<file path="src/rtl/moosic_pitch_detector.sv">
// moosic_pitch_detector: measures the rising-edge to rising-edge period of an
// asynchronous square-wave input in clock cycles, rejecting too-short periods
// as glitches and flagging loss of signal when the counter saturates.
module moosic_pitch_detector #(
    parameter int unsigned CNT_W       = 16,
    parameter int unsigned MIN_PERIOD  = 16,
    parameter int unsigned SYNC_STAGES = 2
) (
    input  logic             clk,
    input  logic             rst_n,
    input  logic             ena,
    input  logic             audio_in,
    output logic [CNT_W-1:0] period_out,
    output logic             period_valid,
    output logic             period_strobe,
    output logic             glitch,
    output logic             too_slow
);

    localparam logic [CNT_W-1:0] CntMax    = '1;
    localparam logic [CNT_W-1:0] MinPeriod = CNT_W'(MIN_PERIOD);
    localparam logic [CNT_W-1:0] CntOne    = CNT_W'(1);

    typedef enum logic [0:0] {StIdle, StMeasure} state_e;

    state_e                 state_q, state_d;
    logic [SYNC_STAGES-1:0] sync_q, sync_d;
    logic                   sync_dly_q, sync_dly_d;
    logic                   rise_q, rise_d;
    logic [CNT_W-1:0]       cnt_q, cnt_d;
    logic [CNT_W-1:0]       period_q, period_d;
    logic                   valid_q, valid_d;
    logic                   strobe_q, strobe_d;
    logic                   glitch_q, glitch_d;
    logic                   slow_q, slow_d;

    // Synchronizer chain and registered rising-edge detect; runs regardless of
    // ena so that re-enabling never sees a stale edge.
    always_comb begin
        sync_d     = {sync_q[SYNC_STAGES-2:0], audio_in};
        sync_dly_d = sync_q[SYNC_STAGES-1];
        rise_d     = sync_q[SYNC_STAGES-1] & ~sync_dly_q;
    end

    // Measurement FSM: next state, counter and output pulses.
    always_comb begin
        state_d  = state_q;
        cnt_d    = cnt_q;
        period_d = period_q;
        valid_d  = valid_q;
        strobe_d = 1'b0;
        glitch_d = 1'b0;
        slow_d   = 1'b0;
        if (!ena) begin
            state_d = StIdle;
            cnt_d   = '0;
            valid_d = 1'b0;
        end else begin
            unique case (state_q)
                StIdle: begin
                    cnt_d   = '0;
                    valid_d = 1'b0;
                    if (rise_q) begin
                        cnt_d   = CntOne;
                        state_d = StMeasure;
                    end
                end
                StMeasure: begin
                    // An edge on the saturating cycle still counts as a period.
                    if (rise_q) begin
                        cnt_d = CntOne;
                        if (cnt_q >= MinPeriod) begin
                            period_d = cnt_q;
                            strobe_d = 1'b1;
                            valid_d  = 1'b1;
                        end else begin
                            // Glitch edge becomes the new reference edge.
                            glitch_d = 1'b1;
                        end
                    end else if (cnt_q == CntMax) begin
                        slow_d  = 1'b1;
                        valid_d = 1'b0;
                        cnt_d   = '0;
                        state_d = StIdle;
                    end else begin
                        cnt_d = cnt_q + CntOne;
                    end
                end
                default: begin
                    state_d = StIdle;
                    cnt_d   = '0;
                end
            endcase
        end
    end

    // State registers with asynchronous active-low reset.
    always_ff @(posedge clk or negedge rst_n) begin
        if (!rst_n) begin
            state_q    <= StIdle;
            sync_q     <= '0;
            sync_dly_q <= 1'b0;
            rise_q     <= 1'b0;
            cnt_q      <= '0;
            period_q   <= '0;
            valid_q    <= 1'b0;
            strobe_q   <= 1'b0;
            glitch_q   <= 1'b0;
            slow_q     <= 1'b0;
        end else begin
            state_q    <= state_d;
            sync_q     <= sync_d;
            sync_dly_q <= sync_dly_d;
            rise_q     <= rise_d;
            cnt_q      <= cnt_d;
            period_q   <= period_d;
            valid_q    <= valid_d;
            strobe_q   <= strobe_d;
            glitch_q   <= glitch_d;
            slow_q     <= slow_d;
        end
    end

    assign period_out    = period_q;
    assign period_valid  = valid_q;
    assign period_strobe = strobe_q;
    assign glitch        = glitch_q;
    assign too_slow      = slow_q;

endmodule

</file>
<file path="config.mk">
export PLATFORM = sky130hd
export DESIGN_NAME = moosic_pitch_detector
export DESIGN_NICKNAME = d
export VERILOG_FILES = /design/src/rtl/moosic_pitch_detector.sv
export SDC_FILE = /design/constraint.sdc
export NUM_CORES = 1
export LEC_CHECK = 0
export BUFFER_PORTS_ARGS = -buffer_cell sky130_fd_sc_hd__buf_2
export CELL_PAD_IN_SITES_DETAIL_PLACEMENT = 2
export CELL_PAD_IN_SITES_GLOBAL_PLACEMENT = 2
export CORE_MARGIN = 3
export CORE_UTILIZATION = 35
export CTS_CLUSTER_SIZE = 30
export DETAILED_ROUTE_END_ITERATION = 8
export PLACE_DENSITY = 0.71
export SYNTH_ARGS = -nofsm -noshare
export SYNTH_HDL_FRONTEND = slang
export SYNTH_SLANG_ARGS = --single-unit
</file>
<file path="constraint.sdc">
create_clock -name clk -period 2.2 [get_ports clk]
set_input_delay 0.33 -clock clk [delete_from_list [all_inputs] [get_ports clk]]
set_output_delay 0.33 -clock clk [all_outputs]
set_load 0.01 [all_outputs]
</file>
Word level (Yosys, flattened, before mapping)
Cells that the tools add are included.
{"block": "word_totals", "elab_cells": 47, "in_bits": 4, "regBits": 41, "out_inout_bits": 20}
{"block": "op_classes", "eq_ne": 3, "n_addsub": 1, "n_reduce_logical": 2, "mux": 27, "n_bitwise": 3, "magnitude_cmp": 1}
{"op": "16-bit 2-to-1 mux", "n": 3}
{"op": "16-bit case mux with 2 select lines", "n": 1}
{"op": "1-bit 2-to-1 mux", "n": 21}
{"op": "16-bit by 1-bit adder with 16-bit output (second input constant)", "n": 1}
{"op": "16-bit == test (second input constant)", "n": 1}
{"op": "16-bit by 5-bit >= comparator with 1-bit output (second input constant)", "n": 1}
{"op": "4-bit by 2-bit != test with 1-bit output (second input constant)", "n": 1}
{"op": "4-bit by 3-bit != test with 1-bit output (second input constant)", "n": 1}
{"op": "1-bit case mux with 2 select lines", "n": 2}
{"op": "4-bit AND reduction", "n": 1}
{"op": "1-bit inverter", "n": 2}
{"op": "2-bit AND reduction", "n": 1}
{"op": "1-bit AND", "n": 1}

Logic depth before layout (Yosys ltp)
Gate-level depths: netlist of the first run.
{"block": "logic_depth", "word_depth": 5, "depth_mapped": 7}

Least setup slack after synthesis of the first run
No wires, ideal clock.
{"block": "synth_path", "path_kind": "register to register", "from": "reg cnt_q[4]", "to": "reg period_q[10], in the netlist period_out[10]", "slack_ns": 0.538, "required_ns": 2.075, "t_arrival_ns": 1.537, "path_stages_with_launch": 8, "cell_sequence": "dfrtp_1 -> buf_2 -> nor4_1 -> nand3_1 -> nand2b_1 -> buf_4 -> buf_4 -> mux2_2"}
{"block": "synth_between", "elab_chain_len": 2}
{"item": "from (decl)", "line": "30", "text": "logic [CNT_W-1:0] cnt_q, cnt_d;"}
{"item": "from (signal assigned)", "line": "115", "text": "cnt_q <= cnt_d;"}
{"item": "16-bit by 5-bit >= comparator with 1-bit output", "line": "72", "text": "if (cnt_q >= MinPeriod) begin"}
{"item": "4-bit AND reduction (no line)"}
{"item": "to (signal assigned)", "line": "116", "text": "period_q <= period_d;"}
{"item": "to (decl)", "line": "31", "text": "logic [CNT_W-1:0] period_q, period_d;"}
Every way passes these cells.
A chain may end at the register's enable or synchronous reset.

Worst setup path after layout of the first run
{"block": "layout_path", "from": "reg cnt_q[12]", "to": "reg period_q[2], in the netlist period_out[2]"}
The elaborated chain is that of the path after synthesis.

==> flow_metrics.env, run 1 <==
export IMPL_status="complete, no violations"
export IMPL_finalCriticalPeriod_ns=1.89
export IMPL_critPathKind="register to register"
export IMPL_slew_limit_headroom_pct=75.7
export IMPL_pwr_share_clk_pct=37.3
export IMPL_fin_ws_ns=0.313
export IMPL_fin_crit_sh_pct=85.8
export IMPL_power_density_nw_per_um2=633
export IMPL_grt_overflow=0
export IMPL_utilization_pct=42.5
export IMPL_power_switching_mw=0.290
export IMPL_r2r_slack_ns=0.31
export IMPL_cts_root_buf="clkbuf_8"
export IMPL_grt_pass1_wl_um=6970
export IMPL_hold_slack_ns=0.00750
export IMPL_nFillCells=518
export IMPL_leakagePower_nw=1.00
export IMPL_hp_class="input port to asynchronous set/reset pin"
export IMPL_swShare_pct=22.7
export IMPL_nets=178
export IMPL_dieHeight_um=76.5
export IMPL_clock_latency_ns=0.29
export IMPL_tritoncts="done"
export IMPL_grt_max_degree=22
export IMPL_post_cts_setup_buffers=0
export IMPL_finalSetupTns_ns=0
export IMPL_drc=0
export IMPL_max_cap_violations=0
export IMPL_rsz0062_at_grt="no"
export IMPL_drive_gt1_share_pct=32.4
export IMPL_placed_area_sq_um=1940
export IMPL_drv_slew=0
export IMPL_clock_fmax_mhz=530
export IMPL_p_total_mw=1.28
export IMPL_cts_max_path_buffers=2
export IMPL_dp_cells=232
export IMPL_wl_um=4020
export IMPL_std_cell_rows=25
export IMPL_grt_usage_pct=15.5
export IMPL_combPwrFrac_pct=2.8
export IMPL_coreArea_sq_um=4750
export IMPL_regArea_sq_um=1030
export IMPL_synthCells=142
export IMPL_ctsHoldBuffers=0
export IMPL_clkTransAtPathRegs_ns=0.08
export IMPL_first_iter_violations=48
export IMPL_die_area_sq_um=5860
export IMPL_dp_hpwl_um=2810
export IMPL_pre_cts_ws_ns=0.334
export IMPL_ys_seq_area_share_pct=58.9
export IMPL_syn_area_per_cell_sq_um=12.3
export IMPL_startpoint_type="register"
export IMPL_synth_cell_type_count=28
export IMPL_fin_cells=240
export IMPL_viasPerCell=4.92
export IMPL_cts_repair_resized=0
export IMPL_ys_warn_count=0
export IMPL_wl_per_cell_um=16.8
export IMPL_multiInputGateArea_sq_um=662
export IMPL_ys_ff_latch=41
export IMPL_synth_fp_nets=148
export IMPL_die_width_um=76.5
export IMPL_io_buffers=23
export IMPL_hold_violations=0
export IMPL_fin_skew_ns=0.00417
export IMPL_cts_made_buffers=5
export IMPL_htreeDepth=2
export IMPL_grt_pass1_vias=1383
export IMPL_area_growth_pct=16.1
export IMPL_max_slew_worst_pin_slew_ns=0.362
export IMPL_crit_fanout=7
export IMPL_final_area_sq_um=2020
export IMPL_cts_num_sinks=41
export IMPL_globalplace_congestion=0.727
export IMPL_internal_power_mw=0.990
export IMPL_vdd_drop_max_uv=399
export IMPL_seq_power_share_pct=59.9
export IMPL_ios=24
export IMPL_netlist_area_sq_um=1740
export IMPL_required_ns=2.38
export IMPL_postRouteAntennaNets=0
export IMPL_cp_arrival_ns=2.06
export IMPL_setup_viol=0
export IMPL_antenna_found_initial=0
export IMPL_endpoint_kind="register"
export IMPL_n_antenna_cell=0
export IMPL_start_util_pct=36.6
export IMPL_dr_pass1_iters=3
export IMPL_vias=1180
[power groups by stage]
stage / Sequential, mW / Clock, mW / Combinational [mW]
after floorplan: 0.781 / 0 / 0.0123
after global placement: 0.782 / 0 / 0.0348
after detailed placement: 0.783 / 0 / 0.0370
after CTS: 0.768 / 0.502 / 0.0375
after global routing: 0.769 / 0.529 / 0.0416
final: 0.767 / 0.477 / 0.0354
[final timing paths]
path                                                   to  cells past startpoint                 from
worst max-delay path            period_out[2]$_DFFE_PN0P_                      5  cnt_q[12]$_DFF_PN0_
worst min-delay path                     glitch$_DFF_PN0_                      2                rst_n
worst max register to register  period_out[2]$_DFFE_PN0P_                      5  cnt_q[12]$_DFF_PN0_
worst min register to register        sync_q[1]$_DFF_PN0_                      0  sync_q[0]$_DFF_PN0_
max in group asynchronous             cnt_q[15]$_DFF_PN0_                      2                rst_n
min in group clk                      sync_q[0]$_DFF_PN0_                      1             audio_in
[critical path, cell delays in order (launching register included)]
cell and delay [ns]:
dfrtp_1 0.46, nor4_1 0.34, nand3_1 0.15, nand2b_1 0.25
buf_4 0.23, mux2_2 0.34
[cell usage in the layout, fill, tap and decap left out, drive strengths merged]
cell type	netlist	routed
xor2	7	7
nor2b	1	1
nor2	17	17
xnor2	6	6
a21oi	1	1
o21ai	3	3
inv	4	4
dfrtp	41	41
clkbuf	1	6
buf	4	28
nand2	7	7
nand4b	1	1
nor4	5	5
mux2	16	16
and3	2	2
or4	1	1
nand4	5	5
or2	1	1
ha	2	2
nor3	2	2
clkinv	0	2
or3	1	1
and2	1	1
nand3	9	9
nand2b	2	2
and4	2	2
[routing by layer]
| layer | routed length, um | share of wire [%] | global-route usage, % | vias to the layer above |
|---|---|---|---|---|
| li1 | - | - | - | 545 |
| met1 | 1740 | 43 | 17.6 | 612 |
| met4 | 25 | 0.62 | 4.89 | 0 |
| met5 | 0 | 0 | 0 | - |
| met2 | 2120 | 53 | 27.5 | 21 |
| met3 | 140 | 3.5 | 4.85 | 2 |
[synthesized netlist by cell type, drive strengths merged]
| cell type | n | share of area, % |
|---|---|---|
| a21oi | 1 | 0.29 |
| and2 | 1 | 0.36 |
| and3 | 2 | 0.72 |
| and4 | 2 | 1.0 |
| buf | 4 | 2.0 |
| clkbuf | 1 | 0.22 |
| dfrtp | 41 | 59 |
| ha | 2 | 1.4 |
| inv | 4 | 0.86 |
| mux2 | 16 | 10 |
| nand2 | 7 | 1.5 |
| nand2b | 2 | 0.72 |
| nand3 | 9 | 2.6 |
| nand4 | 5 | 2.5 |
| nand4b | 1 | 1.4 |
| nor2 | 17 | 3.7 |
| nor2b | 1 | 0.36 |
| nor3 | 2 | 0.57 |
| nor4 | 5 | 1.8 |
| o21ai | 3 | 0.86 |
| or2 | 1 | 0.36 |
| or3 | 1 | 0.36 |
| or4 | 1 | 0.65 |
| xnor2 | 6 | 3.0 |
| xor2 | 7 | 3.5 |
[layout make-up]
type	count	share of cell area [%]
inverter	4	0.743
tap	67	4.15
clock inverter	2	0.495
multi-input combinational	92	32.7
timing repair buffer	28	7.55
clock buffer	6	3.59
sequential	41	50.7
[cells by family (layout without fill, tap and decap cells)]
logic type      count (synthesis)  in the layout  synth area share [%]
buf+inv                         9             40                  3.09
simple gates                   57             57                  18.5
compound gates                  4              4                  1.15
flops                          41             41                  58.9
xor+xnor                       13             13                  6.54
fa+ha+maj                       2              2                  1.44
mux                            16             16                  10.3
[state kept, by name, summed over array words and instances, names as in the netlist]
name / count
cnt_q: 16
period_out: 16
sync_q: 2
glitch: 1
period_strobe: 1
period_valid: 1
rise_q: 1
state_q: 1
sync_dly_q: 1
too_slow: 1
(Power assumes the default switching activity.)
==> run 2: changes to the inputs <==
--- a/config.mk
+++ b/config.mk
@@ -8,6 +8,7 @@
 export BUFFER_PORTS_ARGS = -buffer_cell sky130_fd_sc_hd__buf_2
 export CELL_PAD_IN_SITES_DETAIL_PLACEMENT = 2
 export CELL_PAD_IN_SITES_GLOBAL_PLACEMENT = 2
+export CORE_ASPECT_RATIO = 0.7
 export CORE_MARGIN = 3
 export CORE_UTILIZATION = 35
 export CTS_CLUSTER_SIZE = 30
==> run 2 against run 1 <==
Compared with the run above:
- cell count decreased by 1.3%
- maximum frequency decreased by 6.5%
- power increased by 4.3%
- register-to-register slack got worse by 0.13 ns
- routed wire length increased by 0.27%
- critical endpoint is now period_out[7]$_DFFE_PN0P_
- largest power group unchanged
==> flow_metrics.env, run 2 (synthesized netlist as in run 1, its figures left out) <==
export IMPL_status="complete, no violations"
export IMPL_r2r_cells=5
export IMPL_leakagePower_nw=1.00
export IMPL_globalplace_congestion=0.715
export IMPL_holdPathEnd="sync_q[0]$_DFF_PN0_"
export IMPL_coreArea_sq_um=4550
export IMPL_endpoint_kind="register"
export IMPL_r2r_start="cnt_q[6]$_DFF_PN0_"
export IMPL_required_ns=2.38
export IMPL_dr_pass1_iters=4
export IMPL_io_buffers=23
export IMPL_cts_max_path_buffers=2
export IMPL_power_density_nw_per_um2=659
export IMPL_std_cell_rows=20
export IMPL_n_antenna_cell=0
export IMPL_max_slew_worst_pin_slew_ns=0.927
export IMPL_cp_arrival_ns=2.19
export IMPL_cts_root_buf="clkbuf_8"
export IMPL_grt_pass1_vias=1354
export IMPL_hold_slack_ns=0.145
export IMPL_hold_violations=0
export IMPL_first_iter_violations=59
export IMPL_hp_class="input port to register"
export IMPL_slew_limit_headroom_pct=38.2
export IMPL_clock_fmax_mhz=496
export IMPL_fin_cells=237
export IMPL_dp_hpwl_um=2860
export IMPL_r2r_slack_ns=0.18
export IMPL_ios=24
export IMPL_post_cts_setup_buffers=0
export IMPL_rsz0062_at_grt="no"
export IMPL_setup_viol=0
export IMPL_final_cell_mix="41 x dfrtp_1, 23 x buf_2, 17 x nor2_1"
export IMPL_drv_slew=0
export IMPL_reg2reg_to="period_out[7]$_DFFE_PN0P_"
export IMPL_hold_depth=1
export IMPL_hold_start="audio_in"
export IMPL_nets=176
export IMPL_drive_gt1_share_pct=32.2
export IMPL_grt_max_degree=42
export IMPL_vias=1163
export IMPL_met1_usage_pct=21.1
export IMPL_fin_crit_sh_pct=91.7
export IMPL_crit_fanout=8
export IMPL_postRouteAntennaNets=0
export IMPL_htreeDepth=2
export IMPL_layout_commonest_cell="dfrtp_1"
export IMPL_viasPerCell=4.91
export IMPL_finalCriticalPeriod_ns=2.02
export IMPL_grt_usage_pct=16.0
export IMPL_busiest_layer="met2"
export IMPL_cts_num_sinks=41
export IMPL_dp_cells=229
export IMPL_ctsHoldBuffers=0
export IMPL_dieHeight_um=65.0
export IMPL_die_width_um=90.3
export IMPL_start_util_pct=38.2
export IMPL_wl_um=4030
export IMPL_cts_made_buffers=5
export IMPL_use_met2_pct=25.1
export IMPL_clock_latency_ns=0.29
export IMPL_antenna_found_initial=0
export IMPL_cts_repair_resized=0
export IMPL_clkTransAtPathRegs_ns=0.08
export IMPL_max_cap_violations=0
export IMPL_startpoint_type="register"
export IMPL_tritoncts="done"
export IMPL_vdd_drop_max_uv=193
export IMPL_wl_per_cell_um=17.0
export IMPL_finalSetupTns_ns=0
export IMPL_die_area_sq_um=5870
export IMPL_fin_skew_ns=0.00276
export IMPL_grt_pass1_wl_um=7240
export IMPL_area_growth_pct=16.2
export IMPL_grt_overflow=0
export IMPL_critPathKind="register to register"
export IMPL_drc=0
export IMPL_grt_use_met3_pct=4.29
run 2: cell types whose count changed in the layout (fill, tap and decap cells not counted), sizes merged:
cell	before	now
buf	28	26
clkinv	2	1
clkbuf	6	7
run 2: where the power goes:
part	internal (mW)	total (mW)	switching, mW
Sequential	0.760	0.768	0.00748
Combinational	0.00735	0.0323	0.0249
Clock	0.284	0.535	0.251
Total	1.05	1.33	0.284
run 2: critical path, cell delays in order, from the launching register on:
cell and delay [ns]:
dfrtp_1 0.46, nor4_1 0.40, nand3_1 0.18, nand2b_1 0.27, buf_4 0.24, mux2_2 0.35
run 2: how the worst max path moves through the flow:
stage / slack, ns / startpoint / cells after the start / end
2_1_floorplan: 0.54 / cnt_q[4]$_DFF_PN0_ / 7 / period_out[10]$_DFFE_PN0P_
3_3_place_gp: 0.32 / cnt_q[6]$_DFF_PN0_ / 5 / period_out[7]$_DFFE_PN0P_
3_5_place_dp: 0.18 / cnt_q[4]$_DFF_PN0_ / 5 / period_out[3]$_DFFE_PN0P_
4_1_cts: 0.20 / cnt_q[6]$_DFF_PN0_ / 5 / period_out[7]$_DFFE_PN0P_
5_1_grt: 0.04 / cnt_q[6]$_DFF_PN0_ / 5 / period_out[1]$_DFFE_PN0P_
6_report: 0.18 / cnt_q[6]$_DFF_PN0_ / 5 / period_out[7]$_DFFE_PN0P_
run 2: through the flow:
step	total power, mW	setup slack [ns]	instance area, sq um	util [%]
floorplan	0.793	0.538	1740	-
finish	1.33	0.182	2020	44.5
detailed placement	0.817	0.178	1920	42.2
global route	1.41	0.0353	2020	44.5
global placement	0.814	0.321	1920	42.2
CTS	1.36	0.196	2020	44.5
run 2: area by class of cell:
cell class | count | area [sq um]
fillers | 482 | 2530
flip-flops and latches | 41 | 1030
multi-input cells | 92 | 662
well taps | 66 | 82.6
inverters | 4 | 15.0
clock inverters | 1 | 5.00
repair buffers | 26 | 138
clock buffers | 7 | 96.3
run 2: layer usage:
metal / up-vias / wire length [um]
met3: 4 / 116
met2: 17 / 1830
li1: 540 / -
met4: 0 / 51
met5: - / 0
met1: 602 / 2040
